===== config.mk =====
export PLATFORM = sky130hd
export DESIGN_NAME = mem_arbiter
export DESIGN_NICKNAME = d
export VERILOG_FILES = /design/src/rtl/mem_arbiter.sv
export SDC_FILE = /design/constraint.sdc
export NUM_CORES = 1
export LEC_CHECK = 0
export BUFFER_PORTS_ARGS = -buffer_cell sky130_fd_sc_hd__buf_2
export CORE_MARGIN = 3
export CORE_UTILIZATION = 39
export DETAILED_ROUTE_END_ITERATION = 10
export PLACE_DENSITY_LB_ADDON = 0.05
export SLEW_MARGIN = 40
export SYNTH_ARGS = -nofsm -noshare
export SYNTH_HDL_FRONTEND = slang
export SYNTH_SLANG_ARGS = --single-unit

===== constraint.sdc =====
create_clock -name clk -period 3.8 [get_ports clk]
set_clock_uncertainty 0.1 [all_clocks]
set_input_delay 0.57 -clock clk [delete_from_list [all_inputs] [get_ports clk]]
set_output_delay 0.57 -clock clk [all_outputs]
set_load 0.03 [all_outputs]

===== src/rtl/mem_arbiter.sv =====
// Two-requester arbiter sharing one memory port; grant held until the owner drops req.
// Define MEM_ARB_ROUND_ROBIN_EN for alternating priority under contention (default: r0 fixed priority).
module mem_arbiter #(
    parameter int ADDR_W = 8,
    parameter int DATA_W = 8
) (
    input  logic              clk,
    input  logic              rst,
    input  logic              r0_req,
    input  logic              r0_we,
    input  logic [ADDR_W-1:0] r0_addr,
    input  logic [DATA_W-1:0] r0_wdata,
    output logic [DATA_W-1:0] r0_rdata,
    output logic              r0_ready,
    input  logic              r1_req,
    input  logic              r1_we,
    input  logic [ADDR_W-1:0] r1_addr,
    input  logic [DATA_W-1:0] r1_wdata,
    output logic [DATA_W-1:0] r1_rdata,
    output logic              r1_ready,
    output logic              m_req,
    output logic              m_we,
    output logic [ADDR_W-1:0] m_addr,
    output logic [DATA_W-1:0] m_wdata,
    input  logic [DATA_W-1:0] m_rdata,
    input  logic              m_ready,
    output logic [1:0]        grant
);

    typedef enum logic [1:0] {
        IDLE,
        BUSY,
        DONE
    } state_t;

    state_t              state_q;
    logic                owner_q;
    logic                m_req_q;
    logic                m_we_q;
    logic [ADDR_W-1:0]   m_addr_q;
    logic [DATA_W-1:0]   m_wdata_q;
    logic                r0_ready_q;
    logic                r1_ready_q;
    logic [DATA_W-1:0]   r0_rdata_q;
    logic [DATA_W-1:0]   r1_rdata_q;
    logic [1:0]          grant_q;
`ifdef MEM_ARB_ROUND_ROBIN_EN
    logic                last_owner_q;
`endif

    logic                any_req;
    logic                win_d;
    logic                own_req;

    always_comb begin
        any_req = r0_req | r1_req;
`ifdef MEM_ARB_ROUND_ROBIN_EN
        // Under contention the requester that was not served last wins.
        if (r0_req && r1_req) begin
            win_d = ~last_owner_q;
        end else begin
            win_d = r1_req & ~r0_req;
        end
`else
        win_d = ~r0_req;
`endif
        own_req = owner_q ? r1_req : r0_req;
    end

    always_ff @(posedge clk) begin
        if (!rst) begin
            state_q      <= IDLE;
            owner_q      <= 1'b0;
            m_req_q      <= 1'b0;
            m_we_q       <= 1'b0;
            m_addr_q     <= '0;
            m_wdata_q    <= '0;
            r0_ready_q   <= 1'b0;
            r1_ready_q   <= 1'b0;
            r0_rdata_q   <= '0;
            r1_rdata_q   <= '0;
            grant_q      <= 2'b00;
`ifdef MEM_ARB_ROUND_ROBIN_EN
            last_owner_q <= 1'b1;
`endif
        end else begin
            unique case (state_q)
                IDLE: begin
                    if (any_req) begin
                        owner_q   <= win_d;
                        m_req_q   <= 1'b1;
                        m_we_q    <= win_d ? r1_we : r0_we;
                        m_addr_q  <= win_d ? r1_addr : r0_addr;
                        m_wdata_q <= win_d ? r1_wdata : r0_wdata;
                        grant_q   <= win_d ? 2'b10 : 2'b01;
                        state_q   <= BUSY;
                    end
                end
                BUSY: begin
                    if (m_ready) begin
                        m_req_q <= 1'b0;
                        m_we_q  <= 1'b0;
                        if (own_req) begin
                            if (owner_q) begin
                                r1_ready_q <= 1'b1;
                                if (!m_we_q) r1_rdata_q <= m_rdata;
                            end else begin
                                r0_ready_q <= 1'b1;
                                if (!m_we_q) r0_rdata_q <= m_rdata;
                            end
                            state_q <= DONE;
                        end else begin
                            // Owner walked away: finish the memory cycle silently.
                            grant_q <= 2'b00;
`ifdef MEM_ARB_ROUND_ROBIN_EN
                            last_owner_q <= owner_q;
`endif
                            state_q <= IDLE;
                        end
                    end
                end
                DONE: begin
                    if (!own_req) begin
                        r0_ready_q <= 1'b0;
                        r1_ready_q <= 1'b0;
                        grant_q    <= 2'b00;
`ifdef MEM_ARB_ROUND_ROBIN_EN
                        last_owner_q <= owner_q;
`endif
                        state_q    <= IDLE;
                    end
                end
                default: state_q <= IDLE;
            endcase
        end
    end

    assign m_req    = m_req_q;
    assign m_we     = m_we_q;
    assign m_addr   = m_addr_q;
    assign m_wdata  = m_wdata_q;
    assign r0_ready = r0_ready_q;
    assign r1_ready = r1_ready_q;
    assign r0_rdata = r0_rdata_q;
    assign r1_rdata = r1_rdata_q;
    assign grant    = grant_q;

    a_grant_onehot: assert property (@(posedge clk) disable iff (!rst)
        $onehot0(grant_q));
    a_mreq_busy: assert property (@(posedge clk) disable iff (!rst)
        m_req_q |-> state_q == BUSY);
    a_ready_excl: assert property (@(posedge clk) disable iff (!rst)
        !(r0_ready_q && r1_ready_q));

endmodule


==> results.md <==
- Status: finished, final reports clean
- TritonRoute pass-1 iters: 4
- Switching Share: 36.0%
- Hold Slack: approximately 0.36 ns
- Nets@finish: 329
- Most frequent cells in the layout: 84 x buf_2, 41 x nor2_1, 41 x dfxtp_1
- Final Util: 54.0%
- WL final: about 4300 um
- Grt ovf: 0
- CTS tree: done
- Startpoint types: flop
- IO Count: 85
- Async set-reset flop share out of synthesis: 0%
- Most common cell after layout, fill and taps aside: buf_2
- Final hold violation count: 0
- Setup Buffers After CTS: 0
- Post-DP HPWL: 3150 um
- Num rows: 24
- Total die area: 5780 um2
- Resize count post-CTS: 0
- Post-DR wirelength/cell: 12.7 um
- Placeable Area: 4530 um2
- Fmax: between 500 and 600 MHz
- Worst reg2reg path depth: 6
- Fin cells: 342
- First-pass GRT wire length: 7170 um
- Die W: 76.0 um
- Initial antenna violation count: 0
- DR DRC count: 0
- Total Routing Usage GR: 15.1%
- Worst setup path class: flop to flop
- Unrepaired setup endpoints after global routing: no
- Total power: 1160 uW
- Final Max Tran Viols: 0
- Routability Congestion: between 0.7 and 0.8
- Largest net degree at the start of global routing: 34
- Post-placement cell count: 334
- DRT iter0 DRCs: 82
- End of the critical path: r1_rdata[1]
- Initial Utilization: 42.2%
- Slew @ Worst Pin: 0.676 ns
- Data arrival, critical path: 1.98 ns
- Flop pwr share: between 40 and 50%
- Synth Register Bits: 41
- WP data required: a little under 4 ns
- Sequential area share after synthesis: 42.9%
- Hold Crit Start: grant[0]
- Clock latency on the worst-skew pair: 0.29 ns
- Yosys top cell by area: dfxtp_1
- Syn Area/Cell: 9.76 um2
- Max FO, Critical Path: 8
- CTS clk-pin slew, worst paths: approximately 0.080 ns
- IO Port Bufs: 84
- Slew HR: 54.9%
- CTS Root Cell: clkbuf_8
- Distinct cell type count after synthesis: 30
- Reg2Reg Setup Slack: 1.88 ns
- Internal Pwr Total: about 740 uW
- Fin crit share: 50.5%
- PD cells: 472 nW/um2
- Post-synth EDFFs: 0
- R2r startpoint: state_q[1]
- Gate power share: between 30% and 40%
- Worst R2R End: r1_rdata[1]
- Fillers: 427
- Post-CTS Hold Fix Bufs: 0
- Synth Warn #: 0
- Total number of H-tree levels: 2
- Lkg Pwr: 0.00115 uW
- Remaining antenna violation count: 0
- Vias: ~1,600
- Clock sink count: 41
- Post-synthesis cell area: 1910 um2
- Vias in the first global route: between 1,500 and 2,000
- Die Ht: 76.0 um
- Clock tree buffer depth: 2
- Inserted Diodes: 0
- Fin crit period: 1.92 ns
- Predominant post-synthesis flop cell: dfxtp_1
- Switching pwr: 416 uW
- Clock power frac: 24.3%
- Final TNS setup: 0 ns
- Synth top area cells: dfxtp_1 43%, mux2i_1 19%, nor2_1 8.0%
- Net Count, Synth: 249
- Post-synth top area share: 42.9%
- Beginning of the critical path: state_q[1]
- Peak supply drop: 0.000196 V
- Max Cap Viol: 0
- Final setup violation count: 0
- Layout cells sized above 1: between 30% and 40%
- Syn-to-layout area delta: 27.9%
- Vias per cell: 4.72
- HP Class: flop to flop
- Cells after synthesis: 196
- CTS buffer count: 5
- CP endpoint kind: flop
how the worst min path moves through the flow:
stage,end,slack (ns),depth (start not counted)
after floorplan,state_q[1],0.38,2
after global placement,r1_ready,0.35,2
after detailed placement,grant[0],0.35,2
after CTS,grant[0],0.36,2
after global routing,r1_ready,0.38,2
final,grant[0],0.36,2
per-stage QoR:
stage | instance area [um2] | setup slack, ns
floorplan | 1910 | 2.10
global placement | 2360 | 1.63
detailed placement | 2360 | 1.59
CTS | 2450 | 1.83
global route | 2450 | 1.68
finish | 2450 | 1.88
worst max-delay path, stage by stage (launching register included):
cell and delay (ns):
dfxtp_1 0.34, inv_1 0.13, ha_1 0.29, nand2_2 0.14, nor3_4 0.48, mux2i_1 0.25
nor2_1 0.05
flip-flops by register name, indices dropped and copies added (netlist names):
register	flops
m_wdata	8
r0_ready	1
grant	2
r1_rdata	8
r0_rdata	8
owner_q	1
state_q	2
m_addr	8
m_we	1
r1_ready	1
m_req	1
power groups by stage:
stage	clock, uW	combinational (uW)	sequential, uW
finish	281	366	508
global route	314	405	516
CTS	292	371	509
detailed placement	0	370	519
global placement	0	369	518
floorplan	0	189	602
layer usage:
layer  wire length (um)  share of wire (%)  track usage [%]  vias up
li1                   -                  -                -      848
met1               2020                 46             19.1      711
met2               1950                 45             23.9       52
met3                323                7.4             5.20        4
met4                 53                1.2             5.43        0
met5                  0                  0                0        -
cell usage after synthesis, drive strengths merged (2+ instances only):
library cell	count
a211oi	19
a21oi	6
and2b	2
buf	12
clkbuf	2
dfxtp	41
ha	6
inv	3
mux2i	37
nand2	6
nand2b	3
nand3	3
nor2	42
o21ai	3
kinds of logic after synthesis:
kind of cell | count (synthesis) | synth area share (%)
flops | 41 | 42.9
simple gates | 62 | 15.8
mux | 38 | 20.1
buf+inv | 17 | 4.71
fa+ha+maj | 6 | 3.92
compound gates | 32 | 12.5
final cells by class:
class                      instances  area, um2  area share, %
sequential                        41        821           33.5
clock inverter                     3       17.5          0.716
timing repair buffer              87        443           18.1
multi-input combinational        138       1000           41.1
tap                               65       81.3           3.32
inverter                           3       11.3          0.460
clock buffer                       5       68.8           2.81
Power figures use the tool's default switching activity.
